<file path="src/rtl/idli_retire_trace.sv">
// idli_retire_trace: retirement trace for the idli core.
// An instruction's register/predicate writes are gathered into an accumulator
// while i_ctr==0; on the last sync slot (i_ctr all ones) a trace record is
// committed into a small FIFO. The FIFO head is presented on registered
// o_trc_* outputs with a valid/ready pop handshake.
// A commit into a full FIFO with no pop is dropped. The drop is counted in
// o_ovf_cnt, and seq still advances so the gap is visible downstream.
// Optional feature macro: IDLI_RETIRE_TRACE_DATA_EN stores i_wr_data per
// entry and presents it on o_trc_data. Without it, o_trc_data is tied to 0.
module idli_retire_trace #(
  parameter int NUM_REGS = 16,
  parameter int DATA_W   = 16,
  parameter int DEPTH    = 8,
  parameter int CTR_W    = 2
) (
  input  logic                        gck,
  input  logic                        rst_n,
  input  logic [CTR_W-1:0]            i_ctr,
  input  logic                        i_run_instr,
  input  logic                        i_skip_instr,
  input  logic                        i_dst_reg_wr,
  input  logic [$clog2(NUM_REGS)-1:0] i_dst_reg,
  input  logic                        i_dst_is_pred,
  input  logic [DATA_W-1:0]           i_wr_data,
  input  logic                        i_pred,
  input  logic                        i_clr,
  output logic                        o_trc_vld,
  input  logic                        i_trc_rdy,
  output logic [NUM_REGS-1:0]         o_trc_mask,
  output logic                        o_trc_pred_wr,
  output logic                        o_trc_pred,
  output logic [DATA_W-1:0]           o_trc_data,
  output logic [15:0]                 o_trc_seq,
  output logic [7:0]                  o_ovf_cnt,
  output logic [$clog2(DEPTH):0]      o_level
);

  localparam int REG_W = $clog2(NUM_REGS);
  localparam int PTR_W = $clog2(DEPTH);
  localparam int LVL_W = PTR_W + 1;
  localparam logic [NUM_REGS-1:0] ONE_MASK  = {{(NUM_REGS-1){1'b0}}, 1'b1};
  localparam logic [LVL_W-1:0]    FULL_LVL  = LVL_W'(DEPTH);
  localparam logic [LVL_W-1:0]    LVL_ONE   = {{(LVL_W-1){1'b0}}, 1'b1};
  localparam logic [PTR_W-1:0]    PTR_ONE   = {{(PTR_W-1){1'b0}}, 1'b1};

  // Accumulator for the instruction currently in flight
  logic [NUM_REGS-1:0] acc_mask;
  logic                acc_pred_wr;
  logic [15:0]         seq;

  // FIFO storage and bookkeeping
  logic [NUM_REGS-1:0] mem_mask    [DEPTH];
  logic                mem_pred_wr [DEPTH];
  logic                mem_pred    [DEPTH];
  logic [15:0]         mem_seq     [DEPTH];
  logic [PTR_W-1:0]    wr_ptr;
  logic [PTR_W-1:0]    rd_ptr;
  logic [LVL_W-1:0]    level;
  logic [7:0]          ovf_cnt;

`ifdef IDLI_RETIRE_TRACE_DATA_EN
  logic [DATA_W-1:0]   mem_data [DEPTH];
  logic [DATA_W-1:0]   head_data;
`else
  wire                 unused_wr_data = ^i_wr_data;
`endif

  // Decoded control
  logic                acc_phase;
  logic                commit;
  logic [NUM_REGS-1:0] mask_set;
  logic                pw_set;
  logic                full;
  logic                empty;
  logic                pop;
  logic                push;
  logic                drop;
  logic [LVL_W-1:0]    level_next;
  logic [LVL_W-1:0]    remain;
  logic [PTR_W-1:0]    rd_adv;

  // Next head record
  logic [NUM_REGS-1:0] head_mask;
  logic                head_pred_wr;
  logic                head_pred;
  logic [15:0]         head_seq;

  // Decode the sync slot, accumulation bits and FIFO handshake for this cycle
  always_comb begin
    acc_phase = (i_ctr == {CTR_W{1'b0}}) && i_run_instr;
    commit    = (i_ctr == {CTR_W{1'b1}}) && i_run_instr;
    if (acc_phase && i_dst_reg_wr && (i_dst_reg != {REG_W{1'b0}})) begin
      mask_set = ONE_MASK << i_dst_reg;
    end else begin
      mask_set = {NUM_REGS{1'b0}};
    end
    pw_set     = acc_phase && i_dst_is_pred;
    full       = (level == FULL_LVL);
    empty      = (level == {LVL_W{1'b0}});
    pop        = !empty && i_trc_rdy;
    push       = commit && (!full || pop);
    drop       = commit && full && !pop;
    remain     = pop ? (level - LVL_ONE) : level;
    level_next = push ? (remain + LVL_ONE) : remain;
    rd_adv     = pop ? (rd_ptr + PTR_ONE) : rd_ptr;
  end

  // Choose what the head register shows after this edge: nothing, the record
  // being committed right now (FIFO otherwise empty), or the stored entry
  always_comb begin
    head_mask    = {NUM_REGS{1'b0}};
    head_pred_wr = 1'b0;
    head_pred    = 1'b0;
    head_seq     = 16'h0000;
`ifdef IDLI_RETIRE_TRACE_DATA_EN
    head_data    = {DATA_W{1'b0}};
`endif
    if (level_next == {LVL_W{1'b0}}) begin
      head_mask = {NUM_REGS{1'b0}};
    end else if (remain == {LVL_W{1'b0}}) begin
      head_mask    = acc_mask;
      head_pred_wr = acc_pred_wr;
      head_pred    = i_pred;
      head_seq     = seq;
`ifdef IDLI_RETIRE_TRACE_DATA_EN
      head_data    = i_wr_data;
`endif
    end else begin
      head_mask    = mem_mask[rd_adv];
      head_pred_wr = mem_pred_wr[rd_adv];
      head_pred    = mem_pred[rd_adv];
      head_seq     = mem_seq[rd_adv];
`ifdef IDLI_RETIRE_TRACE_DATA_EN
      head_data    = mem_data[rd_adv];
`endif
    end
  end

  // Accumulator and sequence number; a commit starts a fresh accumulation
  // that already includes any bits gathered in the commit cycle itself
  always_ff @(posedge gck or negedge rst_n) begin
    if (!rst_n) begin
      acc_mask    <= {NUM_REGS{1'b0}};
      acc_pred_wr <= 1'b0;
      seq         <= 16'h0000;
    end else if (i_clr) begin
      acc_mask    <= {NUM_REGS{1'b0}};
      acc_pred_wr <= 1'b0;
      seq         <= 16'h0000;
    end else if (commit) begin
      acc_mask    <= mask_set;
      acc_pred_wr <= pw_set ? !i_skip_instr : 1'b0;
      seq         <= seq + 16'h0001;
    end else begin
      acc_mask    <= acc_mask | mask_set;
      acc_pred_wr <= pw_set ? !i_skip_instr : acc_pred_wr;
      seq         <= seq;
    end
  end

  // FIFO pointers, occupancy and saturating overflow counter
  always_ff @(posedge gck or negedge rst_n) begin
    if (!rst_n) begin
      wr_ptr  <= {PTR_W{1'b0}};
      rd_ptr  <= {PTR_W{1'b0}};
      level   <= {LVL_W{1'b0}};
      ovf_cnt <= 8'h00;
    end else if (i_clr) begin
      wr_ptr  <= {PTR_W{1'b0}};
      rd_ptr  <= {PTR_W{1'b0}};
      level   <= {LVL_W{1'b0}};
      ovf_cnt <= 8'h00;
    end else begin
      wr_ptr  <= push ? (wr_ptr + PTR_ONE) : wr_ptr;
      rd_ptr  <= rd_adv;
      level   <= level_next;
      if (drop && (ovf_cnt != 8'hFF)) begin
        ovf_cnt <= ovf_cnt + 8'h01;
      end else begin
        ovf_cnt <= ovf_cnt;
      end
    end
  end

  // Entry storage; contents beyond the occupancy are don't-care
  always_ff @(posedge gck) begin
    if (push && !i_clr) begin
      mem_mask[wr_ptr]    <= acc_mask;
      mem_pred_wr[wr_ptr] <= acc_pred_wr;
      mem_pred[wr_ptr]    <= i_pred;
      mem_seq[wr_ptr]     <= seq;
`ifdef IDLI_RETIRE_TRACE_DATA_EN
      mem_data[wr_ptr]    <= i_wr_data;
`endif
    end else begin
      mem_seq[wr_ptr]     <= mem_seq[wr_ptr];
    end
  end

  // Registered head record and handshake outputs
  always_ff @(posedge gck or negedge rst_n) begin
    if (!rst_n) begin
      o_trc_vld     <= 1'b0;
      o_trc_mask    <= {NUM_REGS{1'b0}};
      o_trc_pred_wr <= 1'b0;
      o_trc_pred    <= 1'b0;
      o_trc_seq     <= 16'h0000;
    end else if (i_clr) begin
      o_trc_vld     <= 1'b0;
      o_trc_mask    <= {NUM_REGS{1'b0}};
      o_trc_pred_wr <= 1'b0;
      o_trc_pred    <= 1'b0;
      o_trc_seq     <= 16'h0000;
    end else begin
      o_trc_vld     <= (level_next != {LVL_W{1'b0}});
      o_trc_mask    <= head_mask;
      o_trc_pred_wr <= head_pred_wr;
      o_trc_pred    <= head_pred;
      o_trc_seq     <= head_seq;
    end
  end

`ifdef IDLI_RETIRE_TRACE_DATA_EN
  // Registered head data
  always_ff @(posedge gck or negedge rst_n) begin
    if (!rst_n) begin
      o_trc_data <= {DATA_W{1'b0}};
    end else if (i_clr) begin
      o_trc_data <= {DATA_W{1'b0}};
    end else begin
      o_trc_data <= head_data;
    end
  end
`else
  assign o_trc_data = {DATA_W{1'b0}};
`endif

  assign o_level   = level;
  assign o_ovf_cnt = ovf_cnt;

endmodule
</file>
<file path="config.mk">
export PLATFORM = sky130hd
export DESIGN_NAME = idli_retire_trace
export DESIGN_NICKNAME = d
export VERILOG_FILES = /design/src/rtl/idli_retire_trace.sv
export SDC_FILE = /design/constraint.sdc
export NUM_CORES = 1
export LEC_CHECK = 0
export CORE_MARGIN = 2
export CORE_UTILIZATION = 50
export DETAILED_ROUTE_END_ITERATION = 8
export PLACE_DENSITY = 0.79
export SLEW_MARGIN = 20
export SYNTH_ARGS = -nofsm -noshare
export SYNTH_HDL_FRONTEND = slang
export SYNTH_SLANG_ARGS = --single-unit
export TNS_END_PERCENT = 1
</file>
<file path="constraint.sdc">
create_clock -name gck -period 8.88 [get_ports gck]
set_input_delay 1.776 -clock gck [delete_from_list [all_inputs] [get_ports gck]]
set_output_delay 1.776 -clock gck [all_outputs]
set_load 0.05 [all_outputs]
</file>
### Word level (Yosys, flattened, before mapping)

Memory sizes are Yosys's and may differ from the RTL's.
Cells that the tools add are included.

| storage, ports and cells | value |
|---|---|
| register bits | 86 |
| bits in writable memories | 272 |
| output and inout bits | 63 |
| logic and storage cells | 92 |
| memories kept | 4 |

| cells by class | value |
|---|---|
| add/sub/neg operators | 6 |
| eq/ne operators | 4 |
| shift-type cells | 1 |
| multiplexer cells | 35 |
| bitwise logic cells | 2 |
| reductions and logical operators | 28 |

Memories:

| memory | words | width | read ports | clocked after memory_dff | wr ports | line | source |
|---|---|---|---|---|---|---|---|
| mem_mask | 8 | 16 | 1 | 0 | 1 | 52 | `logic [NUM_REGS-1:0] mem_mask [DEPTH];` |
| mem_seq | 8 | 16 | 1 | 0 | 1 | 55 | `logic [15:0] mem_seq [DEPTH];` |
| mem_pred | 8 | 1 | 1 | 0 | 1 | 54 | `logic mem_pred [DEPTH];` |
| mem_pred_wr | 8 | 1 | 1 | 0 | 1 | 53 | `logic mem_pred_wr [DEPTH];` |

Operator list:

| operator | count |
|---|---|
| two-way mux 16 bit | 12 |
| adder 16 x 1 -> 16 bit, second input constant | 1 |
| two-way mux 8 bit | 2 |
| OR 16 bit | 1 |
| << shifter 1 x 4 -> 16 bit, first input constant | 1 |
| two-way mux 1 bit | 14 |
| logical NOT 4 bit | 3 |
| two-way mux 3 bit | 4 |
| two-way mux 4 bit | 3 |
| logical AND 1 bit | 11 |
| adder 8 x 1 -> 8 bit, second input constant | 1 |
| != test 8 bit, second input constant | 1 |
| nonzero test 4 bit | 2 |
| adder 3 x 1 -> 3 bit, second input constant | 2 |
| nonzero test 2 bit | 3 |
| logical NOT 1 bit | 5 |
| adder 4 x 1 -> 4 bit, second input constant | 1 |
| equality test 4 bit, second input constant | 1 |
| subtractor 4 x 1 -> 4 bit, second input constant | 1 |
| nonzero test 3 bit | 1 |
| equality test 2 bit, second input constant | 1 |
| logical NOT 2 bit | 1 |
| AND reduction 2 bit | 1 |
| logical OR 1 bit | 1 |
| 2 further kinds | 2 |

### Depth between registers and ports, before layout

| logic depth | value |
|---|---|
| depth after elaboration | 9 |
| depth in mapped cells | 13 |
| gate-level depth less buffers | 11 |

### Worst setup path before layout

OpenSTA, ideal clock, no wires.

| timing path | value |
|---|---|
| path type | input to register |
| from | input port i_run_instr |
| to | memory mem_mask[5][0] (enable) |
| library setup time | 0.522 ns |
| arrival time | 6.023 ns |
| slack | 2.335 ns |
| cell stages on the path | 6 |
| path through | and3_1 -> buf_2 -> and2_1 -> buf_2 -> nand2_1 -> nor4b_1 |

| between the ends | value |
|---|---|
| cells in the longest elaborated chain, start to end | 5 |

Ends and longest elaborated chain:

| element | line | source |
|---|---|---|
| start: declaration | 19 | `input logic i_run_instr,` |
| logical AND 1 bit | 91 | `commit = (i_ctr == {CTR_W{1'b1}}) && i_run_instr;` |
| logical AND 1 bit | 101 | `push = commit && (!full \|\| pop);` |
| logical AND 1 bit | 187 | `if (push && !i_clr) begin` |
| two-way mux 1 bit | 187 |  |
| two-way mux 1 bit (not written as such) | 188 | `mem_mask[wr_ptr] <= acc_mask;` |
| end: declaration | 52 |  |

Every way passes these cells.

### Final worst setup path

| timing path | value |
|---|---|
| from | input port i_trc_rdy |
| to | register o_trc_seq[14] |

| between the ends | value |
|---|---|
| cells in the longest elaborated chain, start to end | 7 |

Ends and longest elaborated chain:

| element | line | source |
|---|---|---|
| start: declaration | 28 | `input logic i_trc_rdy,` |
| logical AND 1 bit * | 100 | `pop = !empty && i_trc_rdy;` |
| two-way mux 4 bit or logical OR 1 bit (tied branches) | 103, 101 |  |
| adder 4 x 1 -> 4 bit or logical AND 1 bit (tied branches) | 104, 101 |  |
| two-way mux 4 bit | 104 | `level_next = push ? (remain + LVL_ONE) : remain;` |
| logical NOT 4 bit | 118 | `if (level_next == {LVL_W{1'b0}}) begin` |
| two-way mux 16 bit * | 118 |  |
| two-way mux 16 bit * | 208 | `end else if (i_clr) begin` |
| end signal: assignment | 219 | `o_trc_seq <= head_seq;` |
| end: declaration | 33 | `output logic [15:0] o_trc_seq,` |

Mark *: on every way between the ends. The rest lies on a longest branch, timed or not.
A chain may end at the register's enable or synchronous reset.

==> summary.md <==
| Metric | Value |
|---|---|
| Setup Skew | `between 0.015 and 0.02 ns` |
| Nets@finish | `~1100` |
| RSZ-0062 raised after global routing | `false` |
| 1st-iter DRT viols | `around 600` |
| WS Path Type | `input port to flip-flop` |
| H-tree depth | `2` |
| Num ports | `94` |
| Top post-synthesis cells by area | `edfxtp_1 56%, dfrtp_1 15%, mux2i_1 9.6%` |
| Post-CTS sizing | `0` |
| Vias in the first global route | `between 8000 and 9000` |
| Share of cells above drive strength 1 | `between 10% and 20%` |
| Post-Route Setup TNS | `0 ns` |
| CORE AREA | `28630 µm²` |
| Library cells used by synthesis | `54` |
| Max-slew headroom | `roughly 31%` |
| Initial DRT Pass Iterations | `5` |
| Max cap viols | `0` |
| EDFF count, synth | `272` |
| Post-layout util | `58.31%` |
| CTS max path bufs | `3` |
| GRT Total Usage | `19.47%` |
| DR vias | `~8200` |
| CP Launch Type | `input port` |
| Via-to-Cell Ratio | `roughly 5.7` |
| Slew Limit Fails | `0` |
| Die H | `about 170 µm` |
| Final Hold Fails | `0` |
| Seq/Total Area, Yosys | `between 70 and 80%` |
| Hold buffers post-CTS | `0` |
| Initial Utilization | `between 50% and 60%` |
| Post-synth top area share | `roughly 56%` |
| Leakage dissipation | `0.006333 µW` |
| Final setup fails | `0` |
| Hpwl dp | `about 15 mm` |
| Clk Latency, worst-skew pair | `roughly 0.51 ns` |
| Worst path required time | `between 9 and 10 ns` |
| GRT overflow | `0` |
| Critical Path AT | `approximately 5.1 ns` |
| Synth Cell Area | `~15000 µm²` |
| Clock transition at path regs | `~0.060 ns` |
| Post-DRT Antenna Nets | `0` |
| Row cnt | `between 60 and 70` |
| # clock sinks | `358` |
| Post-synth top area cell | `edfxtp_1` |
| Worst-path maximum fanout | `20` |
| Pre-CTS WS | `approximately 3.7 ns` |
| Max VDD drop | `approximately 0.4 mV` |
| Critical path endpoint category | `flip-flop` |
| Wire per inst | `around 21 µm` |
| Die X | `approximately 170 µm` |
| Worst setup margin | `approximately 4.2 ns` |
| PwrDens | `roughly 320 nW/µm²` |
| Root Buffer | `clkbuf_16` |
| Initial antenna violation count | `1` |
| Status | `completed` |
| Syn Area/Cell | `15.30 µm²` |
| CTS Buf Count | `36` |
| Post-Synthesis Cells | `between 900 and 1000` |
| Hold Path Class | `flip-flop to flip-flop` |
| Tmin final | `4.653 ns` |
| Synth warn | `0` |
| IO Port Bufs | `61` |
| Peak Freq | `roughly 0.21 GHz` |
| Total power draw | `about 5300 µW` |
| CTS tree | `yes` |
| Post-CTS setup buffer count | `0` |
| First-pass GRT wire length | `~46 mm` |
| Synth-to-Final Area Change | `15.06%` |
| Die area | `30390 µm²` |
| Worst Tran Pin Value | `1.038 ns` |
| Residual DRC | `0` |
| Yosys reg bits | `about 360` |
| Pin count of the biggest net entering global routing | `138` |
| Most used DFF post-synth | `edfxtp_1` |
| Final period util | `52.40%` |
| Wirelength, routed | `slightly below 30 mm` |
| Fraction of registers with async set/reset | `24.02%` |
| RD Place Congestion | `around 0.77` |
-- where the power goes --
group | leakage (µW) | total [µW] | switching, µW | internal [µW]
Sequential | 0.00348 | 1900 | 35.6 | 1860
Combinational | 0.00224 | 1850 | 1210 | 646
Clock | 0.000611 | 1580 | 598 | 979
Total | 0.00633 | 5330 | 1840 | 3490
-- logic make-up after synthesis --
family | after synthesis | synth area share (%)
DFF | 358 | 71.13
and+or+nand+nor | 231 | 8.719
muxes | 139 | 9.590
AOI/OAI and AO/OA | 116 | 5.330
buffers and inverters | 73 | 3.131
xor gates and xnor gates | 22 | 1.380
adders and majority gates | 8 | 0.6900
other | 1 | 0.02585
-- metal layers --
layer	share of wire, %	GRT usage [%]	vias to the layer above
met5	0	0	-
met3	6.0	3.193	66
li1	-	-	3711
met4	2.6	6.933	0
met1	42	26.04	4144
met2	49	32.44	252
-- worst max-delay path: stages --
cell and delay [ns]:
clkdlybuf4s50_1 0.71, nand2_1 0.19, o21ai_0 0.41, nand4_1 0.86, buf_4 0.56, o22ai_1 0.21
nor3_1 0.10, nor3_2 0.24
-- synth_stat cells, drive strengths merged, types with 2 or more instances --
| cell type | number |
|---|---|
| a211oi | 3 |
| a21boi | 2 |
| a21oi | 12 |
| a22o | 8 |
| a32o | 3 |
| and2 | 2 |
| and3 | 10 |
| buf | 44 |
| clkbuf | 19 |
| dfrtp | 86 |
| edfxtp | 272 |
| ha | 8 |
| inv | 10 |
| mux2i | 139 |
| nand2 | 34 |
| nand3 | 7 |
| nand4 | 6 |
| nor2 | 71 |
| nor2b | 7 |
| nor3 | 74 |
| nor3b | 2 |
| nor4 | 3 |
| nor4b | 3 |
| o211ai | 3 |
| o21a | 2 |
| o21ai | 10 |
| o22ai | 69 |
| or3 | 4 |
| xnor2 | 8 |
| xor2 | 14 |
-- state kept, by name, indices dropped and copies added, names as in the netlist --
| register | count |
|---|---|
| mem_seq | 128 |
| o_ovf_cnt | 8 |
| o_level | 4 |
| rd_ptr | 3 |
| o_trc_mask | 16 |
| mem_mask | 128 |
| acc_pred_wr | 1 |
| o_trc_pred_wr | 1 |
| o_trc_seq | 16 |
| mem_pred_wr | 8 |
| acc_mask | 16 |
| wr_ptr | 3 |
| mem_pred | 8 |
| o_trc_vld | 1 |
| seq | 16 |
| o_trc_pred | 1 |
-- worst paths after layout --
check / slack, ns / endpoint / startpoint / depth (start not counted)
min in group asynchronous: 1.18 / o_trc_seq[5]$_DFF_PN0_ / rst_n / 1
setup / recovery: 4.23 / o_trc_seq[14]$_DFF_PN0_ / i_trc_rdy / 8
setup reg to reg: 5.36 / o_trc_seq[14]$_DFF_PN0_ / o_level[0]$_DFF_PN0_ / 9
max in group asynchronous: 6.51 / o_trc_pred$_DFF_PN0_ / rst_n / 2
hold reg to reg: 0.58 / o_ovf_cnt[1]$_DFFE_PN0P_ / o_ovf_cnt[1]$_DFFE_PN0P_ / 2
hold / removal: 0.58 / o_ovf_cnt[1]$_DFFE_PN0P_ / o_ovf_cnt[1]$_DFFE_PN0P_ / 2
-- final cells by class --
| type | instances | area (µm²) |
|---|---|---|
| multi-input combinational | 532 | 3857 |
| clock buffer | 50 | 1025 |
| tap | 384 | 480.5 |
| timing repair buffer | 79 | 755.7 |
| inverter | 10 | 37.54 |
| clock inverter | 13 | 214.0 |
| sequential | 358 | 10320 |
| fill | 2107 | 11930 |
| antenna | 1 | 2.502 |
-- cell usage in the layout (no fill, tap or decap), types with 3 or more instances in the layout --
master,count
mux2i_1,139
buf_4,18
clkbuf_16,37
xor2_1,14
dfrtp_1,86
nand2_1,33
bufinv_16,6
nor4_2,3
nand4_1,6
a21oi_1,12
nor3_1,43
or3_1,4
and3_1,10
xnor2_1,7
nor2b_1,7
nand3_1,7
clkinv_2,6
clkdlybuf4s50_1,60
edfxtp_1,272
conb_1,16
inv_1,9
nor3_2,31
clkbuf_1,8
a22o_1,8
o21ai_0,9
nor2_1,68
a32o_1,3
o22ai_1,68
ha_1,8
clkbuf_8,5
-- metrics by stage --
step                      std cells  hold WS [ns]  cell area [µm²]
final                          1427        0.5847            16690
after global routing           1426        0.6149            16690
after CTS                      1426        0.5884            16680
after detailed placement       1363        0.5750            15440
after global placement         1363        0.5559            15440
after floorplan                 963        0.5529            14560
Note: power is estimated with default switching activity, not from simulation.
